[config.mk]
export PLATFORM = sky130hd
export DESIGN_NAME = wave_bank_blender
export DESIGN_NICKNAME = d
export VERILOG_FILES = /design/src/rtl/wave_bank_blender.sv
export SDC_FILE = /design/constraint.sdc
export NUM_CORES = 2
export LEC_CHECK = 0
export CORE_ASPECT_RATIO = 1.5
export CORE_MARGIN = 2
export CORE_UTILIZATION = 45
export CTS_BUF_LIST = sky130_fd_sc_hd__clkbuf_2 sky130_fd_sc_hd__clkbuf_4 sky130_fd_sc_hd__clkbuf_8
export CTS_CLUSTER_DIAMETER = 100
export DETAILED_ROUTE_END_ITERATION = 7
export GPL_TIMING_DRIVEN = 1
export PLACE_DENSITY = 0.63
export SETUP_SLACK_MARGIN = 0.5
export SLEW_MARGIN = 20
export SYNTH_ARGS = -nofsm -noshare
export SYNTH_HDL_FRONTEND = slang
export SYNTH_SLANG_ARGS = --single-unit
[constraint.sdc]
create_clock -name clock -period 15.5 [get_ports clock]
set_input_delay 1.55 -clock clock [delete_from_list [all_inputs] [get_ports clock]]
set_output_delay 1.55 -clock clock [all_outputs]
set_load 0.01 [all_outputs]
[src/rtl/wave_bank_blender.sv]
// Double-banked wave generator manager: loads chord requests into the standby bank,
// swaps banks on a frame tick once ready, and blends old/new waveforms with a decaying coefficient.
module wave_bank_blender #(
    parameter int unsigned NCH         = 2,
    parameter int unsigned HW          = 10,
    parameter int unsigned PW          = 11,
    parameter int unsigned CW          = 10,
    parameter int unsigned BASELINE    = 384,
    parameter int unsigned DECAY       = 724,
    parameter int unsigned DECAY_EVERY = 8
) (
    input  logic                  clock,
    input  logic                  reset_n,
    input  logic                  vsync,
    input  logic [19:0]           offset,
    input  logic [10:0]           hcount,
    input  logic [5*NCH-1:0]      freq_id_in,
    input  logic [NCH-1:0]        ch_valid_in,
    input  logic                  new_f_in,
    output logic [2*NCH*5-1:0]    bank_freq_id,
    output logic [2*NCH-1:0]      bank_new_f,
    output logic [2*NCH*10-1:0]   bank_index,
    input  logic [2*NCH*HW-1:0]   bank_height,
    input  logic [2*NCH*PW-1:0]   bank_period,
    input  logic [2*NCH-1:0]      bank_ready,
    output logic [HW-1:0]         wave_profile,
    output logic [HW-1:0]         player_profile,
    output logic [19:0]           com_period,
    output logic                  active_bank,
    output logic                  busy,
    output logic                  swap_pulse
);

    localparam int unsigned NG   = 2 * NCH;
    localparam int unsigned IW   = 10;
    localparam int unsigned OW   = 20;
    localparam int unsigned FW   = 5;
    localparam int unsigned MW   = HW + CW + 1;
    localparam int unsigned QW   = OW + PW;
    localparam int unsigned DW   = $clog2(DECAY_EVERY + 1);
    localparam int          SMAX = (1 << HW) - 1;
    localparam logic [CW-1:0] CMAX = {CW{1'b1}};
    localparam logic [OW-1:0] PMAX = {OW{1'b1}};

    typedef enum logic [1:0] {IDLE, CALC, SWAP_WAIT} state_t;

    state_t            state_q, state_d;
    logic              vs_q, vs_d;
    logic              tick_q, tick_d;
    logic              pend_q, pend_d;
    logic              active_q, active_d;
    logic              busy_q, busy_d;
    logic              swap_q, swap_d;
    logic [NG*FW-1:0]  freq_q, freq_d;
    logic [NG-1:0]     valid_q, valid_d;
    logic [NCH-1:0]    seen_q, seen_d;
    logic [NG-1:0]     newf_q, newf_d;
    logic [NG*IW-1:0]  index_q, index_d;
    logic [HW-1:0]     wave_q, wave_d;
    logic [HW-1:0]     player_q, player_d;
    logic [OW-1:0]     com_q, com_d;
    logic [CW-1:0]     coeff_q, coeff_d;
    logic [DW-1:0]     dcnt_q, dcnt_d;

    logic              swap_now;
    logic              tgt;
    logic              done;
    logic [NCH-1:0]    stby_valid, stby_ready, seen_acc;
    logic [HW-1:0]     s_act, s_stby;
    logic [MW-1:0]     mix;
    logic [QW-1:0]     prod;
    logic [OW-1:0]     acc;
    logic              any_valid;

    function automatic int unsigned slot(input logic b, input int unsigned c);
        return b ? NCH + c : c;
    endfunction

    // Clamped bank sum: valid heights minus a shared midline for every extra channel
    function automatic logic [HW-1:0] bank_sum(input logic [NG*HW-1:0] h,
                                               input logic [NG-1:0] v,
                                               input logic b);
        int s;
        int n;
        logic [HW-1:0] r;
        s = 0;
        n = 0;
        for (int unsigned c = 0; c < NCH; c++) begin
            if (v[slot(b, c)]) begin
                s = s + int'(h[slot(b, c)*HW +: HW]);
                n = n + 1;
            end
        end
        s = s - int'(BASELINE) * (n - 1);
        if (n == 0 || s < 0) r = '0;
        else if (s > SMAX)   r = '1;
        else                 r = HW'(s);
        return r;
    endfunction

    // Bank handshake state machine and request issue
    always_comb begin
        state_d  = state_q;
        swap_now = 1'b0;
        freq_d   = freq_q;
        valid_d  = valid_q;
        newf_d   = '0;

        stby_valid = active_q ? valid_q[NCH-1:0]    : valid_q[NG-1:NCH];
        stby_ready = active_q ? bank_ready[NCH-1:0] : bank_ready[NG-1:NCH];
        seen_acc   = seen_q | (pend_q ? '0 : stby_ready);
        done       = (stby_valid == '0) || (!pend_q && ((seen_acc & stby_valid) == stby_valid));

        case (state_q)
            IDLE:      ;
            CALC:      if (done) state_d = SWAP_WAIT;
            SWAP_WAIT: if (tick_q) begin
                           swap_now = 1'b1;
                           state_d  = IDLE;
                       end
            default:   state_d = IDLE;
        endcase

        active_d = active_q ^ swap_now;
        tgt      = ~active_d;
        seen_d   = (state_q == CALC) ? seen_acc : seen_q;

        if (new_f_in) begin
            state_d = CALC;
            seen_d  = '0;
            for (int unsigned c = 0; c < NCH; c++) begin
                freq_d[slot(tgt, c)*FW +: FW] = freq_id_in[c*FW +: FW];
                valid_d[slot(tgt, c)]         = ch_valid_in[c];
                newf_d[slot(tgt, c)]          = ch_valid_in[c];
            end
        end

        pend_d = new_f_in;
        busy_d = (state_d != IDLE);
        swap_d = swap_now;
        vs_d   = vsync;
        tick_d = vsync & ~vs_q;
    end

    // Indices, profiles, blend coefficient decay and loop period
    always_comb begin
        index_d = '0;
        for (int unsigned g = 0; g < NG; g++) begin
            if (bank_period[g*PW +: PW] == '0)
                index_d[g*IW +: IW] = IW'(hcount);
            else
                index_d[g*IW +: IW] = IW'((offset % OW'(bank_period[g*PW +: PW])) + OW'(hcount));
        end

        s_act    = bank_sum(bank_height, valid_q, active_q);
        s_stby   = bank_sum(bank_height, valid_q, ~active_q);
        mix      = MW'(s_act) * MW'(CMAX - coeff_q) + MW'(s_stby) * MW'(coeff_q);
        wave_d   = s_act;
        player_d = HW'(mix >> CW);

        coeff_d = coeff_q;
        dcnt_d  = dcnt_q;
        if (swap_now) begin
            coeff_d = CMAX;
            dcnt_d  = '0;
        end else if (tick_q) begin
            if (dcnt_q == DW'(DECAY_EVERY - 1)) begin
                dcnt_d  = '0;
                coeff_d = CW'((32'(coeff_q) * 32'(DECAY)) >> 10);
            end else begin
                dcnt_d = dcnt_q + DW'(1);
            end
        end

        // Saturating product over the bank that is displayed after this cycle
        acc       = OW'(1);
        prod      = '0;
        any_valid = 1'b0;
        for (int unsigned c = 0; c < NCH; c++) begin
            if (valid_q[slot(active_d, c)]) begin
                any_valid = 1'b1;
                prod      = QW'(acc) * QW'(bank_period[slot(active_d, c)*PW +: PW]);
                acc       = (prod > QW'(PMAX)) ? PMAX : OW'(prod);
            end
        end
        com_d = com_q;
        if (tick_q) com_d = any_valid ? acc : '0;
    end

    always_ff @(posedge clock or negedge reset_n) begin
        if (!reset_n) begin
            state_q  <= IDLE;
            vs_q     <= 1'b0;
            tick_q   <= 1'b0;
            pend_q   <= 1'b0;
            active_q <= 1'b0;
            busy_q   <= 1'b0;
            swap_q   <= 1'b0;
            freq_q   <= '0;
            valid_q  <= '0;
            seen_q   <= '0;
            newf_q   <= '0;
            index_q  <= '0;
            wave_q   <= '0;
            player_q <= '0;
            com_q    <= '0;
            coeff_q  <= CMAX;
            dcnt_q   <= '0;
        end else begin
            state_q  <= state_d;
            vs_q     <= vs_d;
            tick_q   <= tick_d;
            pend_q   <= pend_d;
            active_q <= active_d;
            busy_q   <= busy_d;
            swap_q   <= swap_d;
            freq_q   <= freq_d;
            valid_q  <= valid_d;
            seen_q   <= seen_d;
            newf_q   <= newf_d;
            index_q  <= index_d;
            wave_q   <= wave_d;
            player_q <= player_d;
            com_q    <= com_d;
            coeff_q  <= coeff_d;
            dcnt_q   <= dcnt_d;
        end
    end

    assign bank_freq_id   = freq_q;
    assign bank_new_f     = newf_q;
    assign bank_index     = index_q;
    assign wave_profile   = wave_q;
    assign player_profile = player_q;
    assign com_period     = com_q;
    assign active_bank    = active_q;
    assign busy           = busy_q;
    assign swap_pulse     = swap_q;

endmodule

Yosys cells after proc, flatten, opt, wreduce, memory -nomap -nowiden --
Index checks and enable logic that the tools add are counted.
Word-level totals: input bits 135, register bits after elaboration 132, logic and storage cells 176, output and inout bits 107
Operators by class: add/sub/neg operators 17, eq/ne operators 4, $lt $le $gt $ge 15, shifts and indexed selects 10, $mul 14, bitwise gates (word level) 6, reduce and logical (&&, ||, !) cells 20, multiplexer cells 69, divide/modulo/power cells 4
Operators by type and width (count):
- $lt 32x3->1 const B | 6
- $shiftx 40x7->10 | 4
- $mux 10 | 13
- $mux 32 | 4
- $shiftx 44x7->11 | 2
- $mod 20x11->20 | 4
- $neg 32->34 | 2
- $shift 5x34->20 const A | 2
- $shiftx 5x34->20 | 2
- $add 32x11->32 | 2
- $add 32x2->32 const B | 2
- $gt 32x11->1 const B | 2
- $logic_not 32->1 | 2
- $lt 32x1->1 const B | 2
- $mul 3x32->25 const A | 2
- $mul 32x3->32 const B | 2
- $sub 32x2->32 const B | 2
- $sub 32x32->32 | 2
- $mux 20 | 3
- $logic_not 11->1 | 4
- $add 10x10->10 | 4
- $bwmux 20 | 2
- $mux 2 | 16
- $gt 31x20->1 const B | 1
- 34 further kinds | 72

Depth between registers and ports, before layout --
word-level depth 14, depth in mapped cells 239, mapped depth without buffers 221

Worst setup path after synthesis --
No wires, ideal clock.
path kind input to register, start point in bank_period[30], end point reg index_q[29] (netlist: bank_index[29]), setup time 0.129 ns, slack -31.778 ns, buffers on the path 19, stages on the path 225, arrival 47.149 ns, cells stage by stage clkbuf_1 > nor4_1 > and2_1 > nand2_1 > nor2_1 > a21oi_1 > a21oi_1 > ha_1 > o21a_1 > o311a_1 > nor3_1 > ha_1 > o211a_1 > a211o_1 > and4_1 > a21o_1 > ha_1 > or3_1 > (+189 left out) > nand4_2 > clkbuf_1 > nor2_1 > a21oi_1 > ha_1 > a21o_1 > a21oi_1 > o21ai_0 > a21oi_1 > o21bai_1 > a21oi_1 > o21bai_1 > a21oi_1 > nor2b_1 > nand2b_1 > a21boi_0 > nor2_1 > xnor2_1
On the way: longest elaborated chain between the ends 3
Ends and longest elaborated chain:
- start: declaration | line 24 | input logic [2*NCH*PW-1:0] bank_period,
- $mod 20x11->20 | line 152 | index_d[g*IW +: IW] = IW'((offset % OW'(bank_period[g*PW +: PW])) + OW'(hcount));
- $add 10x10->10 | line 152
- $mux 10 * | line 149 | if (bank_period[g*PW +: PW] == '0)
- net index_d[29] | line 58 | logic [NG*IW-1:0] index_q, index_d;
- end signal: assignment | line 221 | index_q <= index_d;
- end: declaration | line 58
Mark *: on every way through the listed nets, which the timed path passes. The rest lies on a longest branch. A chain may end at the register's enable or synchronous reset.

Worst setup path after layout --
start point in bank_period[8], end point reg index_q[9] (netlist: bank_index[9])
Same word-level chain as after synthesis.

==> results summary <==
In this run the cell area of the synthesized design comes to around 56000 sq um. The post-layout minimum cycle time is about 42 ns. Of the post-synthesis cell area, the dominant cell type holds a little over a fifth. The number of max-slew violations in the final report is 0. STA puts the critical path data arrival time at between 40 and 50 ns. The total vias in the final route came out at between 70000 and 80000. The critical path is of the primary input to flop type. The slew at the pin closest to its max-slew limit is between 1 and 1.5 ns. The slack of the worst reg-to-reg path is between 1.5 and 2 ns.

The root buffer cell chosen for the clock tree is clkbuf_8. In this run, synthesis produced a sequential element count of roughly 130. When the netlist entered floorplanning its net count stood at approximately 8700. The final-stage net count is ~12000. The share of layout cells above drive strength 1 came out at between 40% and 50%. The instance count after placement with tap cells included came out at roughly 11000. The fraction of the yosys area taken by sequential cells is under 10%.

The first global-routing pass estimated between 300 and 400 mm of wire. The max-slew headroom at the worst pin came out at approximately 23%. The share of the clock period used by the worst path after layout came out at 273%.

The number of I/O pins came out at 242. Between clock sinks in the finished design, the worst skew comes to 0.0434 ns. The number of violations reported at the end of detailed-routing iteration 0 came out at 4316. The critical path required time came out at about 16 ns. The worst hold slack across all endpoints is between 0.4 and 0.5 ns. The fmax came out at between 20 and 25 MHz. The instance count of the mapped netlist came out at roughly 7400. For this run, the total global-route usage over all layers was measured as between 30% and 40%. The worst setup path is captured at a flop. For the worst-skew pair, the clock arrives at the later sink with an insertion delay of 0.62 ns.

The count of final setup violators is 40. In this run the tool buffered the top-level ports with 240 buffer cells. The peak per-stage delay on the critical path is approximately 0.5 ns. The leftover overflow at the end of global routing came out at 0. The number of buffers inserted by hold repair at cts came out at 0. The min-delay analysis places its worst path in the category flop to flop. The flow ran to the end, but the final reports show violations.

The top cell types in the final layout, fill and taps aside, are 3101 x buf_4, 797 x ha_1, 662 x nand2_1. After synthesis, the mean cell area works out to ~7.6 sq um. The predominant post-synthesis flop cell is dfrtp_1. Clock-pin slew was measured on the worst setup and hold paths at about 0.12 ns. The total count of hold-check failures in the final report came out at 0.

The count of filler cells inserted in the layout is 8929. The floorplan step defined a die boundary enclosing 128000 sq um. The combined area of the multi-input logic cells is 56600 sq um. For this design, the slowest cell found on the critical path is or4_4. The H-tree depth reported by CTS is 4. The CTS tree is built. The maximum number of buffers from clock root to sink is 2. The number of buffers added by the clock tree synthesis step is 17. The final reports fail on setup timing. The worst setup slack after layout is -26.87 ns.

The post-layout instance count excluding filler cells came out at 12300. The floorplan step set the die width to between 200 and 300 um. The biggest area contributor in the post-synthesis netlist is ha_1. The mean number of vias per cell came out at 5.87. By area the synthesized netlist is led by ha_1 21%, fa_1 9.6%, dfrtp_1 5.4%.

The via count of the first global-routing pass was around 72000. The number of design rule violations left after detail routing is 0. The detailed-route wire length per cell is roughly 21 um.

The pin count of the biggest net entering global routing came out at between 80 and 90. The count of unique library cells instantiated by Yosys is roughly 120. In this run, synthesis inferred 0 flip-flops with an integrated enable.

The startpoint type of the worst setup path is a primary input. The initial antenna violation count is 29. The tool flagged a number of max-cap violations equal to 0. The floorplan die height is about 440 um.

The async set-or-reset flop fraction in the synthesized netlist is 100%. The HPWL after detailed placement came out at 187 mm. The congestion estimate from routability-driven global placement came to about 1. The signed area change from the synthesized netlist to the final layout came out at 64.4%. Setup repair after global routing could not meet its margin everywhere. The cell seen most often among critical-path stages is o21a_1. The region available for standard cell placement spans 124000 sq um. The count of synthesis-stage warnings from yosys came out at 0.

The biggest fanout along the worst timing path came out at 7. The clock sink total is around 130. The site row count is between 150 and 200.

The routed design has between 200 and 300 mm of wire. The library cell used most frequently in the layout, excluding fill and tap cells, is buf_4. For this run, the detailed router's first-pass iteration total came to 5. The residual antenna-violating net count after detailed routing came out at 0.

The initial utilization of the core area, before any placement, comes to approximately 45%. Summing all flip-flop and latch instances after layout gives 3320 sq um.
layout make-up:
| type | instances | share of cell area, % |
|---|---|---|
| multi-input combinational | 6436 | 61.4 |
| inverter | 568 | 2.33 |
| tap | 1600 | 2.17 |
| clock inverter | 15 | 0.206 |
| clock buffer | 17 | 0.254 |
| timing repair buffer | 3507 | 30.0 |
| antenna | 9 | 0.0244 |
| sequential | 132 | 3.60 |
logic make-up after synthesis:
group | count (synthesis) | synth area share [%]
DFF | 132 | 5.91
and+or+nand+nor | 2486 | 21.5
buffers and inverters | 798 | 5.44
muxes | 297 | 5.80
AOI/OAI and AO/OA | 2067 | 24.9
adders and majority gates | 1212 | 30.7
xor gates and xnor gates | 371 | 5.79
other | 1 | 0.00669
Yosys cell counts (14+ instances only):
cell,n
clkbuf_1,192
a211oi_1,54
a21boi_0,29
nand4_1,82
o21bai_1,53
and2_1,101
o221ai_1,17
and3_1,42
buf_2,18
xor2_1,132
mux2i_1,92
a211o_1,23
o211a_1,16
a31oi_1,38
a21o_1,193
o31ai_1,129
nor2_1,631
nor4_1,47
o21a_1,295
nand2_1,702
or2_2,119
ha_1,940
a311oi_1,14
and4_1,16
o22ai_1,17
nand3_1,99
inv_1,564
o21ai_1,27
o2111ai_1,20
xnor2_1,239
fa_1,270
a31o_2,15
o311ai_0,20
o211ai_1,107
or3_1,69
buf_1,14
o31a_1,19
o21ai_0,325
nand2b_1,72
mux2_2,199
nor3_1,340
a21oi_1,489
dfrtp_1,122
nor2b_1,77
layer usage:
layer / GRT usage (%) / part of all wire (%)
met5: 0 / 0.060
met4: 29.1 / 10
met2: 67.1 / 49
met3: 6.11 / 6.5
met1: 37.6 / 34
metrics by stage:
stage | setup WS, ns | TNS, ns | area, sq um | utilization, %
floorplan | -26.55 | -1027.47 | 58500 | -
global placement | -28.57 | -1069.59 | 80000 | 64.7
detailed placement | -28.89 | -1090.18 | 80000 | 64.7
CTS | -25.52 | -984.40 | 87000 | 70.4
global route | -28.41 | -1086.03 | 92200 | 74.6
finish | -26.87 | -1022.30 | 92200 | 74.6
registers in the layout, indices dropped and copies added (netlist names):
name	flops
bank_index	40
bank_freq_id	20
com_period	20
coeff_q	10
player_profile	10
wave_profile	10
bank_new_f	4
dcnt_q	4
valid_q	4
seen_q	2
state_q	2
active_bank	1
busy	1
pend_q	1
swap_pulse	1
tick_q	1
vs_q	1
path summary, 6_finish.rpt:
path                                             from                     endpoint  cells past startpoint
worst max-delay path                   bank_period[8]      bank_index[9]$_DFF_PN0_                    228
worst min-delay path                   vs_q$_DFF_PN0_             tick_q$_DFF_PN0_                      1
worst max register to register  active_bank$_DFF_PN0_  player_profile[9]$_DFF_PN0_                     58
worst min register to register         vs_q$_DFF_PN0_             tick_q$_DFF_PN0_                      1
max in group asynchronous                     reset_n     bank_index[25]$_DFF_PN0_                      2
min in group asynchronous                     reset_n    wave_profile[0]$_DFF_PN0_                      1
critical path: cells and delay by family:
kind / cells / cell delay [ns]
mux: 7 / 2.02
compound gates: 98 / 18.19
simple gates: 59 / 10.18
xor+xnor: 2 / 0.26
fa+ha+maj: 19 / 4.85
buf+inv: 43 / 5.73
repair_timing:
action,CTS,global route
endpoints found under the hold margin,0,0
gates cloned,3,0
resized for setup,681,615
pin swaps,498,644
setup endpoints to repair,40,40
buffers inserted,532,279
Power is not shown: default switching activity piles up to over one toggle a cycle in this logic, so the estimate is an artifact.
